--- src/rtl/multicycle_control_fsm_pkg.sv ---
// Shared encodings for the multi-cycle RV32I control FSM: opcodes, state enum,
// datapath select codes and the DECODE dispatch function.
package multicycle_control_fsm_pkg;

  localparam logic [6:0] OP_R      = 7'b0110011;
  localparam logic [6:0] OP_I      = 7'b0010011;
  localparam logic [6:0] OP_LOAD   = 7'b0000011;
  localparam logic [6:0] OP_STORE  = 7'b0100011;
  localparam logic [6:0] OP_BRANCH = 7'b1100011;
  localparam logic [6:0] OP_JAL    = 7'b1101111;
  localparam logic [6:0] OP_JALR   = 7'b1100111;
  localparam logic [6:0] OP_LUI    = 7'b0110111;
  localparam logic [6:0] OP_AUIPC  = 7'b0010111;

  typedef enum logic [3:0] {
    S_IDLE   = 4'd0,
    S_FETCH  = 4'd1,
    S_DECODE = 4'd2,
    S_EXEC   = 4'd3,
    S_ALUWB  = 4'd4,
    S_ADDR   = 4'd5,
    S_MEM    = 4'd6,
    S_LDWB   = 4'd7,
    S_BRANCH = 4'd8,
    S_JUMP   = 4'd9,
    S_UPPER  = 4'd10,
    S_TRAP   = 4'd11
  } state_t;

  localparam logic [1:0] ALU_ADD   = 2'b00;
  localparam logic [1:0] ALU_SUB   = 2'b01;
  localparam logic [1:0] ALU_FUNCT = 2'b10;
  localparam logic [1:0] ALU_PASSB = 2'b11;

  localparam logic [1:0] WB_ALU = 2'b00;
  localparam logic [1:0] WB_MEM = 2'b01;
  localparam logic [1:0] WB_PC4 = 2'b10;

  localparam logic [1:0] PC_ALU    = 2'b00;
  localparam logic [1:0] PC_BRANCH = 2'b01;
  localparam logic [1:0] PC_JUMP   = 2'b10;

  localparam logic [1:0] SRCA_PC   = 2'b00;
  localparam logic [1:0] SRCA_RS1  = 2'b01;
  localparam logic [1:0] SRCA_ZERO = 2'b10;

  localparam logic [1:0] SRCB_RS2  = 2'b00;
  localparam logic [1:0] SRCB_FOUR = 2'b01;
  localparam logic [1:0] SRCB_IMM  = 2'b10;

  function automatic state_t decode_next(input logic [6:0] op, input logic has_jump);
    state_t s;
    case (op)
      OP_R, OP_I:        s = S_EXEC;
      OP_LOAD, OP_STORE: s = S_ADDR;
      OP_BRANCH:         s = S_BRANCH;
      OP_JAL, OP_JALR:   s = has_jump ? S_JUMP : S_TRAP;
      OP_LUI, OP_AUIPC:  s = S_UPPER;
      default:           s = S_TRAP;
    endcase
    return s;
  endfunction

endpackage

--- src/rtl/multicycle_control_fsm_timer.sv ---
// Wait-cycle counter for FETCH/MEM accesses; flags the last permitted wait cycle.
module mem_wait_timer #(
  parameter int MEM_TIMEOUT = 16
) (
  input  logic clk,
  input  logic rst_n,
  input  logic i_clear,
  input  logic i_enable,
  output logic o_expired
);

  // Expired marks the MEM_TIMEOUT-th wait cycle, so the FSM can still let a
  // same-cycle mem_ready win before committing to TRAP.
  localparam logic [7:0] LIMIT = 8'(MEM_TIMEOUT - 1);

  logic [7:0] r_count;

  always_ff @(posedge clk or negedge rst_n) begin
    if (!rst_n) begin
      r_count <= 8'd0;
    end else if (i_clear) begin
      r_count <= 8'd0;
    end else if (i_enable && (r_count != LIMIT)) begin
      r_count <= r_count + 8'd1;
    end
  end

  assign o_expired = (r_count == LIMIT);

endmodule

--- src/rtl/multicycle_control_fsm.sv ---
// Multi-cycle RV32I control FSM: sequences FETCH/DECODE/EXEC/MEM/WB and drives
// datapath enables/muxes from the registered state, with memory timeout and trap.
module multicycle_control_fsm
  import multicycle_control_fsm_pkg::*;
#(
  parameter int MEM_TIMEOUT = 16,
  parameter int ALUOP_W     = 2,
  parameter bit HAS_JUMP    = 1'b1
) (
  input  logic               clk,
  input  logic               rst_n,
  input  logic               i_run,
  input  logic [6:0]         i_opcode,
  input  logic               i_zero,
  input  logic               i_mem_ready,
  output logic               o_mem_req,
  output logic               o_mem_we,
  output logic               o_iord,
  output logic               o_ir_write,
  output logic               o_pc_write,
  output logic               o_reg_write,
  output logic [1:0]         o_alu_src_a,
  output logic [1:0]         o_alu_src_b,
  output logic [ALUOP_W-1:0] o_alu_op,
  output logic [1:0]         o_wb_sel,
  output logic [1:0]         o_pc_src,
  output logic               o_trap,
  output logic [3:0]         o_state
);

  state_t     r_state;
  state_t     w_next;
  state_t     w_after;
  logic       w_waiting;
  logic       w_expired;
  logic [1:0] w_alu_op;

  // Counter restarts whenever we are not waiting or the access completes.
  assign w_waiting = (r_state == S_FETCH) || (r_state == S_MEM);

  mem_wait_timer #(
    .MEM_TIMEOUT(MEM_TIMEOUT)
  ) u_timer (
    .clk      (clk),
    .rst_n    (rst_n),
    .i_clear  (!w_waiting || i_mem_ready),
    .i_enable (w_waiting && !i_mem_ready),
    .o_expired(w_expired)
  );

  always_ff @(posedge clk or negedge rst_n) begin
    if (!rst_n) begin
      r_state <= S_IDLE;
    end else begin
      r_state <= w_next;
    end
  end

  // Dropping run lets the current instruction finish, then parks in IDLE.
  assign w_after = i_run ? S_FETCH : S_IDLE;

  always_comb begin
    w_next = r_state;
    case (r_state)
      S_IDLE:   if (i_run) w_next = S_FETCH;
      S_FETCH: begin
        if (i_mem_ready)    w_next = S_DECODE;
        else if (w_expired) w_next = S_TRAP;
      end
      S_DECODE: w_next = decode_next(i_opcode, HAS_JUMP);
      S_EXEC:   w_next = S_ALUWB;
      S_ADDR:   w_next = S_MEM;
      S_MEM: begin
        if (i_mem_ready)    w_next = (i_opcode == OP_STORE) ? w_after : S_LDWB;
        else if (w_expired) w_next = S_TRAP;
      end
      S_ALUWB, S_LDWB, S_BRANCH, S_JUMP, S_UPPER: w_next = w_after;
      S_TRAP:   w_next = S_TRAP;
      default:  w_next = S_IDLE;
    endcase
  end

  always_comb begin
    o_mem_req   = 1'b0;
    o_mem_we    = 1'b0;
    o_iord      = 1'b0;
    o_ir_write  = 1'b0;
    o_pc_write  = 1'b0;
    o_reg_write = 1'b0;
    o_alu_src_a = SRCA_PC;
    o_alu_src_b = SRCB_RS2;
    w_alu_op    = ALU_ADD;
    o_wb_sel    = WB_ALU;
    o_pc_src    = PC_ALU;
    o_trap      = 1'b0;
    case (r_state)
      S_FETCH: begin
        o_mem_req   = 1'b1;
        o_alu_src_b = SRCB_FOUR;
        o_ir_write  = i_mem_ready;
        o_pc_write  = i_mem_ready;
      end
      S_DECODE: o_alu_src_b = SRCB_IMM;
      S_EXEC: begin
        o_alu_src_a = SRCA_RS1;
        o_alu_src_b = (i_opcode == OP_R) ? SRCB_RS2 : SRCB_IMM;
        w_alu_op    = ALU_FUNCT;
      end
      S_ALUWB:  o_reg_write = 1'b1;
      S_ADDR: begin
        o_alu_src_a = SRCA_RS1;
        o_alu_src_b = SRCB_IMM;
      end
      S_MEM: begin
        o_mem_req = 1'b1;
        o_iord    = 1'b1;
        o_mem_we  = (i_opcode == OP_STORE);
      end
      S_LDWB: begin
        o_reg_write = 1'b1;
        o_wb_sel    = WB_MEM;
      end
      S_BRANCH: begin
        o_alu_src_a = SRCA_RS1;
        o_alu_src_b = SRCB_RS2;
        w_alu_op    = ALU_SUB;
        o_pc_write  = i_zero;
        o_pc_src    = PC_BRANCH;
      end
      S_JUMP: begin
        o_reg_write = 1'b1;
        o_wb_sel    = WB_PC4;
        o_pc_write  = 1'b1;
        o_pc_src    = PC_JUMP;
      end
      S_UPPER: begin
        o_alu_src_a = (i_opcode == OP_LUI) ? SRCA_ZERO : SRCA_PC;
        o_alu_src_b = SRCB_IMM;
        w_alu_op    = (i_opcode == OP_LUI) ? ALU_PASSB : ALU_ADD;
        o_reg_write = 1'b1;
      end
      S_TRAP:   o_trap = 1'b1;
      default: ;
    endcase
  end

  assign o_alu_op = ALUOP_W'(w_alu_op);
  assign o_state  = r_state;

endmodule

--- config.mk ---
export PLATFORM = sky130hd
export DESIGN_NAME = multicycle_control_fsm
export DESIGN_NICKNAME = d
export VERILOG_FILES = /design/src/rtl/multicycle_control_fsm_pkg.sv /design/src/rtl/multicycle_control_fsm_timer.sv /design/src/rtl/multicycle_control_fsm.sv
export SDC_FILE = /design/constraint.sdc
export NUM_CORES = 1
export LEC_CHECK = 0
export CAP_MARGIN = 10
export CORE_MARGIN = 2
export CORE_UTILIZATION = 45
export CTS_CLUSTER_DIAMETER = 150
export CTS_CLUSTER_SIZE = 8
export DETAILED_ROUTE_END_ITERATION = 6
export GPL_TIMING_DRIVEN = 0
export PLACE_DENSITY = 0.84
export SLEW_MARGIN = 20
export SYNTH_ARGS = -nofsm -noshare
export SYNTH_HDL_FRONTEND = slang
export SYNTH_SLANG_ARGS = --single-unit
--- constraint.sdc ---
create_clock -name clk -period 2.83 [get_ports clk]
set_input_delay 0.566 -clock clk [delete_from_list [all_inputs] [get_ports clk]]
set_output_delay 0.566 -clock clk [all_outputs]
set_load 0.1 [all_outputs]
# After elaboration in Yosys (flattened, before gate mapping)
# Cells that the tools add are included.
# word_totals
in_bits	12
reg_bits	12
# op_classes
n_eq_ne	23
add_sub_neg	1
muxes	25
n_reduce_logical	17
# op_table
cell	count
one-hot mux 4 bit (8 select lines)	1
== test 7 x 6 -> 1 bit, second input constant	3
== test 7 bit, second input constant	3
one-hot mux 4 bit (5 select lines)	1
== test 4 x 3 -> 1 bit, second input constant	4
== test 4 bit, second input constant	4
2-to-1 mux 4 bit	4
2-to-1 mux 8 bit	2
== test 7 x 5 -> 1 bit, second input constant	2
one-hot mux 2 bit (2 select lines)	3
one-hot mux 2 bit (3 select lines)	2
OR reduction 2 bit	5
adder 8 x 1 -> 8 bit, second input constant	1
== test 4 x 2 -> 1 bit, second input constant	2
== test 8 x 4 -> 1 bit, second input constant	1
inequality test 8 x 4 -> 1 bit, second input constant	1
== test 7 x 2 -> 1 bit, second input constant	1
2-to-1 mux 1 bit	7
2-to-1 mux 2 bit	3
OR reduction 3 bit	2
OR reduction 5 bit	1
== test 4 x 1 -> 1 bit, second input constant	1
logical NOT 4 bit	1
OR reduction 4 bit	1
other kinds (7)	10

# Logic depth before layout (Yosys ltp)
# logic_depth
word_depth	6
ltp_mapped	6
depth_no_buf	5

# By module
# Synthesis repeated with hierarchy kept, for this count alone.
# unflattened
hier_cells	133
hier_area_um2	1086.0
# modules_own_cells
mod	n_inst	seq_area_each_um2	cells_each	area_each_um2
multicycle_control_fsm	1	100.1	89	639.4
mem_wait_timer	1	200.2	44	446.7

# Worst setup path before layout
# Ideal clock, no wire load.
# synth_timing
kind	register to output
from	reg r_state[1] (netlist: o_state[1])
to	out o_ir_write
arrival_time_ns	4.333
n_path_buf	1
slack_ns	-2.069
required_ns	2.264
path_stages_with_launch	5
cell_sequence	dfrtp_1 > buf_6 > nand2b_1 > nor3_1 > and2_1
# synth_between
elab_chain_cells	2
# synth_lines
element	line	source
start, declared	multicycle_control_fsm.sv:31	state_t r_state;
start signal, assigned	multicycle_control_fsm.sv:55	r_state <= w_next;
== test 4 x 1 -> 1 bit	multicycle_control_fsm.sv:96	case (r_state)
2-to-1 mux 1 bit	multicycle_control_fsm.sv:96	
end, declared	multicycle_control_fsm.sv:19	output logic o_ir_write,
# Every way passes these cells.

# Final worst setup path
# layout_timing
from	in i_opcode[5]
to	out o_alu_op[1]
# layout_between
elab_chain_cells	3
# layout_lines
element	line	source
start, declared	multicycle_control_fsm.sv:13	input logic [6:0] i_opcode,
== test 7 x 6 -> 1 bit	multicycle_control_fsm.sv:139	w_alu_op = (i_opcode == OP_LUI) ? ALU_PASSB : ALU_ADD;
2-to-1 mux 2 bit	multicycle_control_fsm.sv:139	
one-hot mux 2 bit (3 select lines)	multicycle_control_fsm.sv:96	
end, declared	multicycle_control_fsm.sv:24	output logic [ALUOP_W-1:0] o_alu_op,
# Every way passes these cells.

==> results.md <==
Logic synthesis
* average cell area after synthesis: 8.239 µm²
* area share of the largest cell type after synthesis: 30.89%
* fraction of the mapped netlist area in simple logic gates: 39.12%
* predominant post-synthesis flop cell: dfrtp_1
* post-synthesis sequential element count: 12
* top area cells in the synthesized netlist: dfrtp_1 31%, nand2b_1 5.1%, nor2_1 5.0%
* largest area contributor in the synthesized netlist: dfrtp_1
* unique cell type count in the Yosys netlist: 44
* Async SR Flop Fraction: 100.0%
* multiplexer area fraction after synthesis: 3.218%
* EDFF count, synth: 0
* cell with the most instances after synthesis: nor2_1
* area fraction in compound gates after synthesis: 16.86%
* dominant combinational cell family by area after synthesis: simple AND/OR/NAND/NOR gates
* cell area after synthesis: 972.2 µm²
* synthesized-area fraction occupied by adder cells: 1.287%
* instance count of the mapped netlist: 118
* total number of yosys warnings: 0
* post-synth net total: 131
* most frequent cells after synthesis: 13 x nor2_1, 12 x dfrtp_1, 9 x nand2_1
* sequential cell area fraction in the yosys report: 30.89%
* Post-Synth XOR/XNOR Area: 3.604%

Critical path
* launch point of the critical path: i_opcode[5]
* CP Launch Type: primary input
* WP data required: 2260 ps
* top fanout value on the critical path: 4
* source of the worst register-to-register timing path: o_state[1]
* Worst setup EP type: output port
* path type of the worst setup path: in -> out
* data arrival at the endpoint of the critical path: 2200 ps
* slack of the worst reg-to-reg path: 1120 ps
* Worst R2R Path Depth: 6
* endpoint of the most critical register-to-register path: o_state[3]

Clocking
* clock insertion delay at the later pin of the skew report: 280 ps
* number of buffers between clock root and the deepest sink: 2
* CTS hold repair buffers: 0
* TritonCTS Buffers: 3
* # clock sinks: 12
* H-tree Lvls: 1
* CTS tree: built
* buffer cell driving the clock tree root: clkbuf_4
* clock transition at the register clock pins on the worst setup and hold paths after CTS: 70 ps

Timing
* final slew viol count: 0
* post-layout minimum cycle time: 2762 ps
* worst slack on hold paths: 550.9 ps
* worst-case clock skew: 6.479 ps
* final setup violation count: 0
* summed negative setup slack over all endpoints: 0 ps
* actual transition at the worst max-transition pin: 992.8 ps
* highest clock frequency the design can meet: 0.3621 GHz
* worst slew slack as a fraction of its limit: 33.60%
* unrepaired setup endpoints after global routing: no
* Final Cycle Share: 97.59%
* number of endpoints with negative hold slack in the final report: 0

Route
* Vias: 1021
* total iterations of the first detailed-routing run: 4
* antenna viol nets, final: 0
* Starting DRT DRC Count: 35
* Residual DRC: 0
* routed via count divided by cell count: 5.672
* average wire length per cell after detail routing: 14.71 µm
* Post-Route WL: 2648 µm

Global route
* pin count of the biggest net entering global routing: 13
* met1 track demand over resource in global routing: 37.05%
* vias in the first global route: 969
* met3 track utilization from global routing: 5.060%
* global-route wire length before repair: 4795 µm
* total global routing track utilization: 24.73%
* GRT Residual Overflow: 0
* antenna violations before repair: 0
* most congested layer reported by global routing: met1
* met2 routing resource usage after global routing: 35.96%

Worst hold path
* class of the tightest hold or removal check: reg -> reg
* hold worst-path end: u_timer.r_count[7]
* worst min-delay path startpoint: u_timer.r_count[7]
* Min-Delay Path Depth: 2

Placement
* routability cong.: 0.8229
* DP Area: 1404 µm²
* port bufs: 31
* Final HPWL DP: 2073 µm

Run status
* outcome: completed

Flow run
* max-capacitance violation count: 0

Layout
* layout net count: 167
* Final Instance Area: 1434 µm²
* Area growth, synth to finish: 47.49%
* fraction of final layout cells with drive strength greater than 1: 30.72%
* final core utilization: 71.63%
* diode count: 0

Die
* placement row count: 16
* Initial Utilization: 48.56%
* full die area: 2548 µm²
* CORE AREA: 2002 µm²
* vertical die dimension: 50.48 µm
* Die X: 50.48 µm
* IO Pins: 33

## worst max-delay path: stages
cell and delay, ps:
clkdlybuf4s50_1 530, nand4b_1 200, or4_4 570, nand2_2 90
buf_6 220
## metal layers
metal | vias to the layer above | share of wire (%)
met1 | 472 | 46
met5 | - | 0
li1 | 507 | -
met2 | 40 | 48
met3 | 2 | 5.6
met4 | 0 | 0.49
## registers in the layout, summed over array words and instances (netlist names)
register and flops:
u_timer.r_count 8, o_state 4
## worst max path at each step
stage | endpoint | slack, ps | cells after the start
2_1_floorplan | o_ir_write | -80 | 4
3_3_place_gp | o_alu_op[0] | -870 | 5
3_5_place_dp | o_alu_op[0] | -900 | 5
4_1_cts | o_wb_sel[0] | 10 | 4
5_1_grt | o_alu_op[1] | 6 | 5
6_report | o_alu_op[1] | 70 | 5
## what timing repair did
action                                  in CTS  in global routing
hold endpoints to repair                     0                  0
endpoints found under the setup margin      17                  8
pin swaps                                    0                  0
resized for setup                           57                 11
buffers inserted                             0                  0
## metrics by stage
step	instances	setup WS [ps]
2_1_floorplan	118	-76.78
3_5_place_dp	176	-897.4
5_1_grt	180	5.537
6_report	180	68.22
4_1_cts	180	10.68
3_3_place_gp	176	-871.7
## cell type report
cell class,count,area [µm²]
Tap cell,27,33.78
Clock buffer,4,26.28
Inverter,3,11.26
Timing Repair Buffer,31,306.5
Sequential cell,12,307.8
Buffer,7,41.29
Fill cell,162,568.0
Multi-Input combinational cell,96,706.9
## placed cells by master, fill, tap and decap left out, drive strengths merged, types with 2 or more instances in the layout
cell           instances
nand4b                 2
nand4                  2
a211oi                 2
mux2i                  2
inv                    3
clkdlybuf4s50         14
dfrtp                 12
nand3b                 4
nand2                  9
o21ai                  7
a21oi                  6
nand3                  3
nor3                   6
clkdlybuf4s15          6
xnor2                  2
or3                    2
nor4                   2
a31oi                  2
clkbuf                10
buf                    7
xor2                   2
nand2b                 8
dlygate4sd2            4
and2                   2
nor2                  13
## kinds of logic (layout without fill, tap and decap cells)
family                   count (synthesis)  in the layout
AO/OA/AOI/OAI                           25             25
XOR/XNOR                                 4              4
adder cells (fa/ha/maj)                  1              1
buffers and inverters                   10             45
flip-flops                              12             12
multiplexers                             3              3
AND/OR/NAND/NOR                         63             63
Power is not shown: default switching activity piles up to over one toggle a cycle in this logic, so the estimate is an artifact.
